===== src/rtl/y86_pkg.sv =====
/******************************************************************************
 * Module : y86_pkg
 * Brief  : Y-86 instruction, ALU, condition and status encodings shared by
 *          the execute stage and its ALU.
 * Rev    : 1.0  initial release
 ******************************************************************************/
`default_nettype none

package y86_pkg;

  localparam logic [3:0] IHALT   = 4'h0;
  localparam logic [3:0] INOP    = 4'h1;
  localparam logic [3:0] IRRMOVQ = 4'h2;
  localparam logic [3:0] IIRMOVQ = 4'h3;
  localparam logic [3:0] IRMMOVQ = 4'h4;
  localparam logic [3:0] IMRMOVQ = 4'h5;
  localparam logic [3:0] IOPQ    = 4'h6;
  localparam logic [3:0] IJXX    = 4'h7;
  localparam logic [3:0] ICALL   = 4'h8;
  localparam logic [3:0] IRET    = 4'h9;
  localparam logic [3:0] IPUSHQ  = 4'hA;
  localparam logic [3:0] IPOPQ   = 4'hB;

  localparam logic [3:0] ALUADD = 4'h0;
  localparam logic [3:0] ALUSUB = 4'h1;
  localparam logic [3:0] ALUAND = 4'h2;
  localparam logic [3:0] ALUXOR = 4'h3;

  localparam logic [3:0] C_YES = 4'h0;
  localparam logic [3:0] C_LE  = 4'h1;
  localparam logic [3:0] C_L   = 4'h2;
  localparam logic [3:0] C_E   = 4'h3;
  localparam logic [3:0] C_NE  = 4'h4;
  localparam logic [3:0] C_GE  = 4'h5;
  localparam logic [3:0] C_G   = 4'h6;

  localparam logic [3:0] RNONE = 4'hF;

  localparam logic [2:0] SAOK = 3'd1;
  localparam logic [2:0] SHLT = 3'd2;
  localparam logic [2:0] SADR = 3'd3;
  localparam logic [2:0] SINS = 3'd4;

  // cc is packed {ZF,SF,OF}
  function automatic logic cond_eval(input logic [3:0] fun, input logic [2:0] cc);
    logic zf, sf, of;
    {zf, sf, of} = cc;
    case (fun)
      C_YES:   cond_eval = 1'b1;
      C_LE:    cond_eval = (sf ^ of) | zf;
      C_L:     cond_eval = sf ^ of;
      C_E:     cond_eval = zf;
      C_NE:    cond_eval = ~zf;
      C_GE:    cond_eval = ~(sf ^ of);
      C_G:     cond_eval = ~(sf ^ of) & ~zf;
      default: cond_eval = 1'b0;
    endcase
  endfunction

endpackage

`default_nettype wire


===== src/rtl/exec_cc_stage_alu64.sv =====
/******************************************************************************
 * Module : alu64
 * Brief  : Combinational Y-86 ALU (add/sub/and/xor) with ZF/SF/OF flags.
 * Rev    : 1.0  initial release
 ******************************************************************************/
`default_nettype none

module alu64
  import y86_pkg::*;
#(
  parameter int DATA_W = 64
) (
  input  logic [DATA_W-1:0] a,
  input  logic [DATA_W-1:0] b,
  input  logic [3:0]        fun,
  output logic [DATA_W-1:0] result,
  output logic              zf,
  output logic              sf,
  output logic              of
);

  logic [DATA_W-1:0] w_sum;
  logic [DATA_W-1:0] w_diff;

  assign w_sum  = b + a;
  assign w_diff = b - a;

  always_comb begin
    result = '0;
    of     = 1'b0;
    case (fun)
      ALUADD: begin
        result = w_sum;
        of     = (a[DATA_W-1] == b[DATA_W-1]) && (w_sum[DATA_W-1] != b[DATA_W-1]);
      end
      ALUSUB: begin
        result = w_diff;
        of     = (a[DATA_W-1] != b[DATA_W-1]) && (w_diff[DATA_W-1] != b[DATA_W-1]);
      end
      ALUAND:  result = b & a;
      ALUXOR:  result = b ^ a;
      default: result = '0;
    endcase
  end

  assign zf = (result == '0);
  assign sf = result[DATA_W-1];

endmodule

`default_nettype wire


===== src/rtl/exec_cc_stage.sv =====
/******************************************************************************
 * Module : exec_cc_stage
 * Brief  : Y-86 execute stage: ALU, condition-code register, Cnd evaluation
 *          and a single-entry E/M output register with valid/ready handshake.
 * Rev    : 1.0  initial release
 ******************************************************************************/
`default_nettype none

module exec_cc_stage
  import y86_pkg::*;
#(
  parameter int DATA_W = 64
) (
  input  logic              clk,
  input  logic              rst,
  input  logic              in_valid,
  output logic              in_ready,
  input  logic [3:0]        icode,
  input  logic [3:0]        ifun,
  input  logic [DATA_W-1:0] val_a,
  input  logic [DATA_W-1:0] val_b,
  input  logic [DATA_W-1:0] val_c,
  input  logic [3:0]        dst_e,
  input  logic [2:0]        stat_in,
  output logic              out_valid,
  input  logic              out_ready,
  output logic [DATA_W-1:0] val_e_out,
  output logic [DATA_W-1:0] val_a_out,
  output logic [3:0]        dst_e_out,
  output logic              cnd_out,
  output logic [3:0]        icode_out,
  output logic [2:0]        stat_out,
  output logic [2:0]        cc_out
);

  localparam logic [DATA_W-1:0] c_stack_step = DATA_W'(8);
  localparam logic [2:0]        c_cc_reset   = 3'b100;

  logic [DATA_W-1:0] w_alu_a, w_alu_b, w_alu_res;
  logic [3:0]        w_alu_fun;
  logic              w_zf, w_sf, w_of;
  logic              w_accept, w_cnd, w_set_cc;
  logic [3:0]        w_dst;

  logic [DATA_W-1:0] r_val_e, r_val_a;
  logic [3:0]        r_dst_e, r_icode;
  logic              r_cnd, r_valid;
  logic [2:0]        r_stat, r_cc;

  // Every icode's valE is routed through the one ALU; moves add zero
  always_comb begin
    w_alu_a   = '0;
    w_alu_b   = '0;
    w_alu_fun = ALUADD;
    case (icode)
      IOPQ:            begin w_alu_a = val_a; w_alu_b = val_b; w_alu_fun = ifun; end
      IIRMOVQ:         w_alu_a = val_c;
      IRRMOVQ:         w_alu_a = val_a;
      IRMMOVQ,
      IMRMOVQ:         begin w_alu_a = val_c; w_alu_b = val_b; end
      IPUSHQ, ICALL:   begin w_alu_a = c_stack_step; w_alu_b = val_b; w_alu_fun = ALUSUB; end
      IPOPQ, IRET:     begin w_alu_a = c_stack_step; w_alu_b = val_b; end
      default:         ;
    endcase
  end

  alu64 #(.DATA_W(DATA_W)) u_alu (
    .a      (w_alu_a),
    .b      (w_alu_b),
    .fun    (w_alu_fun),
    .result (w_alu_res),
    .zf     (w_zf),
    .sf     (w_sf),
    .of     (w_of)
  );

  assign in_ready = ~r_valid | out_ready;
  assign w_accept = in_valid & in_ready;
  assign w_set_cc = w_accept && (icode == IOPQ) && (stat_in == SAOK);
  assign w_cnd    = ((icode == IRRMOVQ) || (icode == IJXX)) ? cond_eval(ifun, r_cc) : 1'b0;
  assign w_dst    = ((icode == IRRMOVQ) && !w_cnd) ? RNONE : dst_e;

  always_ff @(posedge clk or posedge rst) begin
    if (rst) begin
      r_cc <= c_cc_reset;
    end else if (w_set_cc) begin
      r_cc <= {w_zf, w_sf, w_of};
    end
  end

  always_ff @(posedge clk or posedge rst) begin
    if (rst) begin
      r_valid <= 1'b0;
      r_val_e <= '0;
      r_val_a <= '0;
      r_dst_e <= '0;
      r_cnd   <= 1'b0;
      r_icode <= '0;
      r_stat  <= SAOK;
    end else if (w_accept) begin
      r_valid <= 1'b1;
      r_val_e <= w_alu_res;
      r_val_a <= val_a;
      r_dst_e <= w_dst;
      r_cnd   <= w_cnd;
      r_icode <= icode;
      r_stat  <= stat_in;
    end else if (out_ready) begin
      r_valid <= 1'b0;
    end
  end

  assign out_valid = r_valid;
  assign val_e_out = r_val_e;
  assign val_a_out = r_val_a;
  assign dst_e_out = r_dst_e;
  assign cnd_out   = r_cnd;
  assign icode_out = r_icode;
  assign stat_out  = r_stat;
  assign cc_out    = r_cc;

endmodule

`default_nettype wire


===== config.mk =====
export PLATFORM = sky130hd
export DESIGN_NAME = exec_cc_stage
export DESIGN_NICKNAME = d
export VERILOG_FILES = /design/src/rtl/y86_pkg.sv /design/src/rtl/exec_cc_stage_alu64.sv /design/src/rtl/exec_cc_stage.sv
export SDC_FILE = /design/constraint.sdc
export NUM_CORES = 1
export LEC_CHECK = 0
export ABC_AREA = 1
export ABC_CLOCK_PERIOD_IN_PS = 16850
export CAP_MARGIN = 20
export CELL_PAD_IN_SITES_DETAIL_PLACEMENT = 1
export CELL_PAD_IN_SITES_GLOBAL_PLACEMENT = 2
export CORE_AREA = 2 2 270 272
export DETAILED_ROUTE_END_ITERATION = 7
export DIE_AREA = 0 0 272 274
export PLACE_DENSITY_LB_ADDON = 0.1
export REMOVE_ABC_BUFFERS = 1
export SLEW_MARGIN = 30
export SYNTH_ARGS = -nofsm -noshare
export SYNTH_HDL_FRONTEND = slang
export SYNTH_HIERARCHICAL = 1
export SYNTH_SLANG_ARGS = --single-unit

===== constraint.sdc =====
create_clock -name clk -period 16.85 [get_ports clk]
set_input_delay 5.055 -clock clk [delete_from_list [all_inputs] [get_ports clk]]
set_output_delay 5.055 -clock clk [all_outputs]
set_load 0.05 [all_outputs]

==> results of run 1 <==
## metal layers
metal,part of all wire (%),vias up,wire [um]
met5,0,-,0
met4,3.8,0,4048
met3,3.8,111,4071
met2,48,550,51170
met1,44,11880,46570
li1,-,12520,-
## metrics by stage
stage                     instance area (um2)  instances  hold slack, ps  setup WS [ps]  power, W
after floorplan                         20460       3872           603.2           6258  0.001129
after global placement                  25370       5201           461.6           5298  0.001565
after detailed placement                25370       5201           463.8           5280  0.001572
after CTS                               25980       5233           484.5           5280  0.002013
after global routing                    25980       5233           510.7           5239  0.002121
final                                   25980       5234           478.6           5287  0.001995
## worst max path at each step
stage / from / end / slack (ps) / depth (start not counted)
3_5_place_dp: out_ready / in_ready / 5280 / 4
4_1_cts: out_ready / in_ready / 5280 / 4
6_report: out_ready / in_ready / 5290 / 4
2_1_floorplan: out_ready / cc_out[0] / 6260 / 6
5_1_grt: out_ready / in_ready / 5240 / 4
3_3_place_gp: out_ready / in_ready / 5300 / 4
## state kept, by name (all words and copies together), names as in the netlist
signal     cells
out_valid      1
val_a_out     64
cnd_out        1
cc_out         3
icode_out      4
stat_out       3
dst_e_out      4
val_e_out     64
## cells by family after synthesis
group	Yosys count
DFF	144
xor gates and xnor gates	5
and+or+nand+nor	2314
buffers and inverters	1031
AOI/OAI and AO/OA	380
adders and majority gates	130
## layout by cell type (no fill, tap or decap), drive strengths merged, types with 3 or more instances in the layout
cell,instances
nand4,44
nand3b,18
dfrtp,142
nor2,429
o22ai,55
clkbuf,17
nor3,19
buf,15
or2,4
nand2,1513
xor2,4
inv,906
a21oi,110
o21ai,201
clkdlybuf4s50,355
ha,128
o21bai,9
and2,4
nor4,3
nand3,277
clkinv,5
## worst register-to-register path, stage by stage, from the launching register on
cell	delay, ps
dfrtp_1	390
nand2_1	150
nand2_4	320
inv_2	660
buf_4	540
nand2_1	290
nand2_1	110
## cell type report
cell class / count / share of cell area [%]
Inverter: 899 / 13.01
Clock inverter: 15 / 0.7127
Antenna cell: 1 / 0.009631
Multi-Input combinational cell: 2829 / 52.03
Sequential cell: 144 / 13.88
Clock buffer: 17 / 1.637
Timing Repair Buffer: 370 / 14.11
Tap cell: 959 / 4.618
## power groups by stage
stage | Sequential [W] | Clock [W] | Combinational [W]
finish | 0.000433 | 0.000426 | 0.00114
global route | 0.000441 | 0.000453 | 0.00123
CTS | 0.000434 | 0.000443 | 0.00114
global placement | 0.000438 | 0 | 0.00113
floorplan | 0.000642 | 0 | 0.000487
detailed placement | 0.000440 | 0 | 0.00113
==> impl_metrics.py, run 1 <==
metrics = {
    "timing": {
        "fmax_ghz": 0.08649,
        "fin_setup_tns_ps": 0,
        "finalCritPeriodShare_pct": 68.62,
        "setup_viol": 0,
        "period_minus_slack_ps": 11560,
        "fin_skew_ps": 16.28,
        "finalHoldViolCount": 0,
        "tightest_slew_ps": 845.9,
        "drv_slew": 0,
        "slew_headroom_pct": 43.01,
        "rsz0062_at_grt": "no",
    },
    "synth": {
        "netlist_top_cells_count": "nand2_1 (1473), inv_1 (868), nor2_1 (360), nand3_1 (260), o21ai_0 (178)",
        "synthSimpleGateAreaFrac_pct": 45.58,
        "synth_cells": 4004,
        "yosysTopAreaCell": "nand2_1",
        "synth_top_cell_area_share_pct": 25.85,
        "synthFlopType": "dfrtp_1",
        "synth-compound-area-share_pct": 9.566,
        "synth_warnings": 6,
        "synth_edf_count": 0,
        "syn_area_um2": 21390,
        "async_flop_share_pct": 100.0,
        "synth_cell_types": 49,
        "yosys_register_bits": 144,
        "synth_fa_ha_area_share_pct": 7.676,
        "synth_top_family_by_area": "simple AND/OR/NAND/NOR gates",
        "yosys-top-cells-area": "nand2_1 (26%), dfrtp_1 (17%), inv_1 (15%)",
        "syn_area_per_cell_um2": 5.341,
        "yosysSeqAreaShare_pct": 16.86,
        "synth-xor-area-share_pct": 0.2048,
        "yosys-mux-area-fraction_pct": 0,
        "yosysMostFrequentCell": "nand2_1",
    },
    "grt": {
        "use_met2_pct": 49.08,
        "grt_overflow_total": 0,
        "use_met1_pct": 35.87,
        "grt_max_degree": 85,
        "use_met3_pct": 2.540,
        "grt_pass1_wl_mm": 156.1,
        "grtUsageTotal_pct": 28.17,
        "grt_pass1_vias": 25000,
        "antenna_found_initial": 1,
        "top_usage_layer": "met2",
    },
    "power": {
        "ir_drop_v": 0.00006561,
        "p_per_area_nw_per_um2": 76.79,
        "clkPwrFrac_pct": 21.4,
        "power_switching_w": 0.001051,
        "p_comb_share_pct": 56.9,
        "p_int_w": 0.0009444,
        "seq_power_share_pct": 21.7,
        "p_leak_nw": 14.56,
        "switching_share_pct": 52.67,
    },
    "worst_setup_path": {
        "r2r_slack_ps": 14330,
        "rr_startpoint": "out_valid",
        "cp-start-kind": "input port",
        "cp_data_required_time_ps": 11790,
        "cp_top_family": "buffers and inverters",
        "critPathMaxFanout": 3,
        "cp_common_cell": "clkdlybuf4s50_1",
        "r2r_end": "val_e_out[34]",
        "max_stage_delay_ps": 830,
        "crit_chain": "clkdlybuf4s50_1 > inv_1 > nand2_1 > clkdlybuf4s50_1",
        "reg2reg_depth": 6,
        "path_buf_inv": 3,
        "crit_slowest_cell": "clkdlybuf4s50_1",
        "worst-setup-path-type": "in2out",
        "cp-end-kind": "output pin",
        "cp.arrival_ps": 6510,
    },
    "route": {
        "vias": 25060,
        "drc": 0,
        "wirelength_mm": 105.9,
        "drt-initial-drc-count": 1510,
        "ant_nets": 0,
        "first_pass_iters": 5,
        "avgViaCountPerCell": 4.788,
        "wl_per_cell_um": 20.23,
    },
    "die": {
        "die-area_um2": 74530,
        "rows": 99,
        "die_w_um": 272,
        "start_util_pct": 29.72,
        "core_area_um2": 71970,
        "ioPinCount": 356,
        "fp.dieH_um": 274,
    },
    "hold_path": {
        "hold_path.class": "reg2reg",
        "min_to": "val_e_out[62]",
        "min_from": "val_e_out[62]",
        "hold-path-cell-count": 2,
    },
    "clocking": {
        "clock-root-buffer": "clkbuf_16",
        "clock_path_buffers": 2,
        "cts_tree": "built",
        "cts_setup_buffers": 0,
        "cts_inserted_buffers": 17,
        "clkTransAtPathRegs_ps": 70,
        "cts_num_sinks": 144,
        "clk_latency_ps": 500,
        "cts_resized": 0,
        "htree_num_levels": 4,
        "ctsHoldBuffers": 0,
    },
    "finish": {
        "area_growth_pct": 21.50,
        "multi_input_comb_area_um2": 13520,
        "nets": 4602,
        "seq_area_um2": 3606,
        "final_core_util_pct": 36.10,
        "layout-drive-gt1-share_pct": 5.428,
        "fillers": 9962,
    },
    "place": {
        "hpwl_mm": 90.13,
        "routabilityCongestion": 0.9636,
        "portBuffers": 355,
    },
    "job": {
        "drv_cap": 0,
    },
    "status": {
        "status": "finished, final reports clean",
    },
}
Power figures use the tool's default switching activity.
==> inputs of run 2 (changes only) <==
--- a/config.mk
+++ b/config.mk
@@ -6,13 +6,13 @@
 export NUM_CORES = 1
 export LEC_CHECK = 0
 export ABC_AREA = 1
-export ABC_CLOCK_PERIOD_IN_PS = 16850
+export ABC_CLOCK_PERIOD_IN_PS = 9500
 export CAP_MARGIN = 20
 export CELL_PAD_IN_SITES_DETAIL_PLACEMENT = 1
 export CELL_PAD_IN_SITES_GLOBAL_PLACEMENT = 2
-export CORE_AREA = 2 2 270 272
+export CORE_AREA = 2 2 296 298
 export DETAILED_ROUTE_END_ITERATION = 7
-export DIE_AREA = 0 0 272 274
+export DIE_AREA = 0 0 298 300
 export PLACE_DENSITY_LB_ADDON = 0.1
 export REMOVE_ABC_BUFFERS = 1
 export SLEW_MARGIN = 30
==> constraint.sdc (replaced) <==
create_clock -name clk -period 9.5 [get_ports clk]
set_input_delay 2.85 -clock clk [delete_from_list [all_inputs] [get_ports clk]]
set_output_delay 2.85 -clock clk [all_outputs]
set_load 0.05 [all_outputs]
==> impl_metrics.py, run 2 (synthesis gave the netlist of run 1 again) <==
metrics = {
    "status": {
        "status": "finished, final reports clean",
    },
    "clocking": {
        "ctsHoldBuffers": 0,
        "cts_tree": "built",
        "clock-root-buffer": "clkbuf_16",
        "clkTransAtPathRegs_ps": 90,
        "cts_resized": 0,
        "cts_inserted_buffers": 17,
        "cts_num_sinks": 144,
        "cts_setup_buffers": 0,
        "clock_path_buffers": 2,
        "htree_num_levels": 4,
        "clk_latency_ps": 530,
    },
    "grt": {
        "grt_pass1_wl_mm": 168.6,
        "grt_max_degree": 76,
        "grt_pass1_vias": 25770,
        "grtUsageTotal_pct": 25.52,
        "antenna_found_initial": 0,
        "grt_overflow_total": 0,
    },
    "timing": {
        "fin_skew_ps": 18.37,
        "finalCritPeriodShare_pct": 88.68,
        "drv_slew": 0,
        "setup_viol": 0,
        "fmax_ghz": 0.1187,
        "fin_ws_ps": 1075,
        "tightest_slew_ps": 929.5,
        "fin_setup_tns_ps": 0,
        "period_minus_slack_ps": 8425,
        "slew_headroom_pct": 38.03,
        "finalHoldViolCount": 0,
        "rsz0062_at_grt": "no",
    },
    "hold_path": {
        "hold_path.class": "reg2reg",
        "min_to": "val_e_out[7]",
        "hold-path-cell-count": 2,
        "min_from": "val_e_out[7]",
    },
    "power": {
        "ir_drop_v": 0.0001512,
        "p_per_area_nw_per_um2": 135.7,
        "p_total_w": 0.003578,
        "p_leak_nw": 14.65,
    },
    "die": {
        "core_area_um2": 86210,
        "fp.dieH_um": 300,
        "start_util_pct": 24.81,
        "die_w_um": 298,
        "rows": 108,
        "ioPinCount": 356,
        "die-area_um2": 89400,
    },
    "job": {
        "drv_cap": 0,
    },
    "place": {
        "place_ws_ps": 630.7,
        "dp_cells": 5414,
        "routabilityCongestion": 0.9232,
        "hpwl_mm": 98.83,
        "portBuffers": 355,
    },
    "route": {
        "vias": 25080,
        "drt-initial-drc-count": 1361,
        "ant_nets": 0,
        "first_pass_iters": 5,
        "wl_per_cell_um": 21.17,
        "drc": 0,
        "wirelength_mm": 115.3,
        "avgViaCountPerCell": 4.606,
    },
    "worst_setup_path": {
        "reg2reg_depth": 7,
        "cp-start-kind": "input port",
        "worst-setup-path-type": "in2reg",
        "cp-end-kind": "flip-flop",
        "cp.arrival_ps": 8880,
        "r2r_end": "cc_out[1]",
        "critPathMaxFanout": 17,
        "cp_data_required_time_ps": 9950,
        "rr_startpoint": "out_valid",
        "r2r_slack_ps": 6630,
    },
    "finish": {
        "nets": 4619,
        "instances_no_fill": 5446,
        "mostFrequentLayoutCells": "nand2_1 (1471), inv_1 (867), nor2_1 (360), clkdlybuf4s50_1 (355), nand3_1 (259)",
        "final_core_util_pct": 30.58,
        "final_common_cell": "nand2_1",
        "area_growth_pct": 23.30,
        "layout-drive-gt1-share_pct": 5.803,
        "n_antenna_cell": 0,
    },
}
run 2: cell types whose count changed in the layout (fill, tap and decap cells not counted), sizes merged:
cell	previous run	this run
buf	15	32
bufinv	1	2
clkinvlp	2	1
diode	1	0
run 2: cell type report:
| cell class | instances | area (um2) |
|---|---|---|
| fillers | 11640 | 59840 |
| multi-input cells | 2829 | 13510 |
| repair buffers | 387 | 3806 |
| flip-flops and latches | 144 | 3606 |
| inverters | 899 | 3379 |
| well taps | 1155 | 1445 |
| clock buffers | 17 | 425.4 |
| clock inverters | 15 | 191.4 |
run 2: through the flow:
step | instance area, um2 | hold WS, ps
global placement | 25750 | 462.2
CTS | 26370 | 487.9
finish | 26370 | 479.6
detailed placement | 25750 | 465.7
floorplan | 20460 | 603.2
global route | 26370 | 501.4
run 2: worst max path at each step:
stage | startpoint | endpoint | slack (ps) | depth (start not counted)
6_report | icode[2] | cc_out[2] | 1080 | 27
3_5_place_dp | icode[2] | cc_out[2] | 630 | 28
3_3_place_gp | icode[2] | cc_out[2] | 580 | 27
2_1_floorplan | out_ready | cc_out[0] | 1110 | 6
5_1_grt | icode[1] | cc_out[2] | 710 | 30
4_1_cts | icode[2] | cc_out[2] | 1230 | 28
run 2: worst max-delay path, stage by stage:
cell             delay (ps)
clkdlybuf4s50_1         530
inv_2                    70
nor2_4                  130
inv_2                    70
o21ai_4                 540
buf_4                   360
nand2_1                  70
o21ai_0                 130
inv_1                    80
ha_1                    680
nand2_1                 210
nor2_1                  310
nand2_1                 290
nor3_1                  600
buf_4                   230
nand3_1                 270
nand2_1                 160
nand2_1                  60
nand3_1                 100
nand3_1                 190
nor2_1                  140
nand2_1                  60
nor2_1                  160
nand3_1                  90
nor2_1                  220
inv_1                    60
o21ai_0                 170
run 2: report_power, final:
| part | leakage, nW | internal (W) | switching, W | total, W |
|---|---|---|---|---|
| Sequential | 1.80 | 0.000714 | 0.0000545 | 0.000769 |
| Clock | 0.301 | 0.000400 | 0.000369 | 0.000769 |
| Combinational | 12.5 | 0.000590 | 0.00145 | 0.00204 |
| Total | 14.7 | 0.00170 | 0.00187 | 0.00358 |
run 2: layer usage:
layer	global-route usage (%)	vias up	part of all wire, %
met2	45.35	502	49
met4	7.286	0	2.5
li1	-	12560	-
met5	0	-	0
met1	32.35	11930	45
met3	3.013	87	3.6
==> inputs of run 3 (changes only) <==
--- a/config.mk
+++ b/config.mk
@@ -6,13 +6,13 @@
 export NUM_CORES = 1
 export LEC_CHECK = 0
 export ABC_AREA = 1
-export ABC_CLOCK_PERIOD_IN_PS = 9500
+export ABC_CLOCK_PERIOD_IN_PS = 8000
 export CAP_MARGIN = 20
 export CELL_PAD_IN_SITES_DETAIL_PLACEMENT = 1
 export CELL_PAD_IN_SITES_GLOBAL_PLACEMENT = 2
-export CORE_AREA = 2 2 296 298
+export CORE_AREA = 2 2 280 282
 export DETAILED_ROUTE_END_ITERATION = 7
-export DIE_AREA = 0 0 298 300
+export DIE_AREA = 0 0 282 284
 export PLACE_DENSITY_LB_ADDON = 0.1
 export REMOVE_ABC_BUFFERS = 1
 export SLEW_MARGIN = 30
==> constraint.sdc (replaced) <==
create_clock -name clk -period 8 [get_ports clk]
set_input_delay 2.4 -clock clk [delete_from_list [all_inputs] [get_ports clk]]
set_output_delay 2.4 -clock clk [all_outputs]
set_load 0.05 [all_outputs]
==> impl_metrics.py, run 3 (synthesis gave the netlist of run 1 again) <==
metrics = {
    "job": {
        "drv_cap": 0,
    },
    "route": {
        "drt-initial-drc-count": 1617,
        "ant_nets": 0,
        "wirelength_mm": 112.3,
        "wl_met1_mm": 50.58,
        "wl_met3_mm": 4.245,
        "dr_wl_met2_mm": 54.31,
        "avgViaCountPerCell": 4.689,
        "drc": 0,
        "first_pass_iters": 5,
        "vias": 25690,
        "wl_per_cell_um": 20.49,
        "highest_layer": "met5",
    },
    "clocking": {
        "ctsHoldBuffers": 0,
        "clk_latency_ps": 500,
        "cts_inserted_buffers": 17,
        "clock-root-buffer": "clkbuf_16",
        "htree_num_levels": 4,
        "clock_path_buffers": 2,
        "cts_tree": "built",
        "cts_resized": 0,
        "cts_num_sinks": 144,
        "cts_setup_buffers": 0,
        "clkTransAtPathRegs_ps": 80,
    },
    "worst_setup_path": {
        "crit_slowest_cell": "o21ai_4",
        "cp-end-kind": "flip-flop",
        "path_buf_inv": 8,
        "worst-setup-path-type": "in2reg",
        "cp_top_family": "simple AND/OR/NAND/NOR gates",
        "cp.arrival_ps": 7700,
        "critPathMaxFanout": 19,
        "cp_common_cell": "nand2_1",
        "cp-start-kind": "input port",
        "max_stage_delay_ps": 600,
        "cp_data_required_time_ps": 8410,
    },
    "finish": {
        "area_growth_pct": 27.82,
        "nets": 4768,
        "mostFrequentLayoutCells": "nand2_1 (1472), inv_1 (867), nor2_1 (360), clkdlybuf4s50_1 (355), nand3_1 (259)",
        "n_antenna_cell": 0,
        "layout-drive-gt1-share_pct": 8.941,
        "final_common_cell": "nand2_1",
        "fin_area_um2": 27340,
    },
    "timing": {
        "slew_headroom_pct": 46.89,
        "finalHoldViolCount": 0,
        "fmax_ghz": 0.1372,
        "period_minus_slack_ps": 7288,
        "rsz0062_at_grt": "no",
        "tightest_slew_ps": 795.5,
        "drv_slew": 0,
        "finalCritPeriodShare_pct": 91.09,
        "holdWs_ps": 477.8,
        "fin_setup_tns_ps": 0,
        "setup_viol": 0,
        "fin_skew_ps": 21.47,
    },
    "hold_path": {
        "hold_path.class": "reg2reg",
    },
    "grt": {
        "antenna_found_initial": 1,
        "grt_max_degree": 78,
        "grt_pass1_wl_mm": 164.6,
        "grt_pass1_vias": 26010,
        "grtUsageTotal_pct": 27.84,
        "grt_overflow_total": 0,
    },
    "die": {
        "die-area_um2": 80090,
        "fp.dieH_um": 284,
        "ioPinCount": 356,
        "rows": 102,
        "core_area_um2": 76960,
        "die_w_um": 282,
        "start_util_pct": 27.79,
    },
    "power": {
        "p_leak_nw": 15.37,
        "p_per_area_nw_per_um2": 158.6,
        "ir_drop_v": 0.0001478,
    },
    "place": {
        "portBuffers": 355,
        "routabilityCongestion": 0.9768,
        "placed_cell_area_um2": 26730,
        "hpwl_mm": 97.13,
    },
    "status": {
        "status": "finished, final reports clean",
    },
}
[run 3: cell count changes in the layout (fill, tap and decap cells not counted), moves of 2 or more]
cell / delta
buf_4: +148
bufinv_16: -2
clkinv_4: +2
clkinv_8: +2
inv_6: -3
inv_8: +2
[run 3: final timing paths]
check,startpoint,endpoint,slack [ps],cells past startpoint
min,val_e_out[24],val_e_out[24],480,2
max,icode[2],cc_out[2],710,30
max reg2reg,out_valid,val_e_out[31],5370,6
min in group asynchronous,rst,dst_e_out[2],2360,2
max in group asynchronous,rst,val_a_out[26],4650,3
min reg2reg,val_e_out[24],val_e_out[24],480,2
[run 3: layer usage]
metal | up-vias | global-route usage (%)
met1 | 12160 | 36.18
li1 | 12840 | -
met2 | 579 | 48.36
met4 | 2 | 8.298
met5 | - | 0
met3 | 112 | 2.544
[run 3: power by group]
group / internal (W) / switching (W) / total (W)
combinational: 0.000805 / 0.00174 / 0.00254
sequential: 0.000848 / 0.0000634 / 0.000911
clock: 0.000425 / 0.000454 / 0.000879
total: 0.00208 / 0.00226 / 0.00433
[run 3: layout make-up]
type	instances	area [um2]
multi-input cells	2829	13500
flip-flops and latches	144	3606
inverters	899	3379
fillers	10500	49620
repair buffers	536	4937
clock inverters	15	181.4
well taps	1040	1301
clock buffers	17	425.4
[run 3: stage by stage]
step / setup WS, ps / instances / power [W] / util (%)
final: 712.5 / 5480 / 0.004334 / 35.52
after global routing: 360.0 / 5480 / 0.004609 / 35.52
after CTS: 691.9 / 5480 / 0.004384 / 35.52
after detailed placement: 158.2 / 5448 / 0.003461 / 34.73
after global placement: 188.2 / 5448 / 0.003448 / 34.73
after floorplan: 63.45 / 3872 / 0.002378 / -
[run 3: worst register-to-register path, delay by kind of cell, from the launching register on]
family | cells | cell delay [ps]
and+or+nand+nor | 4 | 850
DFF | 1 | 390
buffers and inverters | 2 | 1310
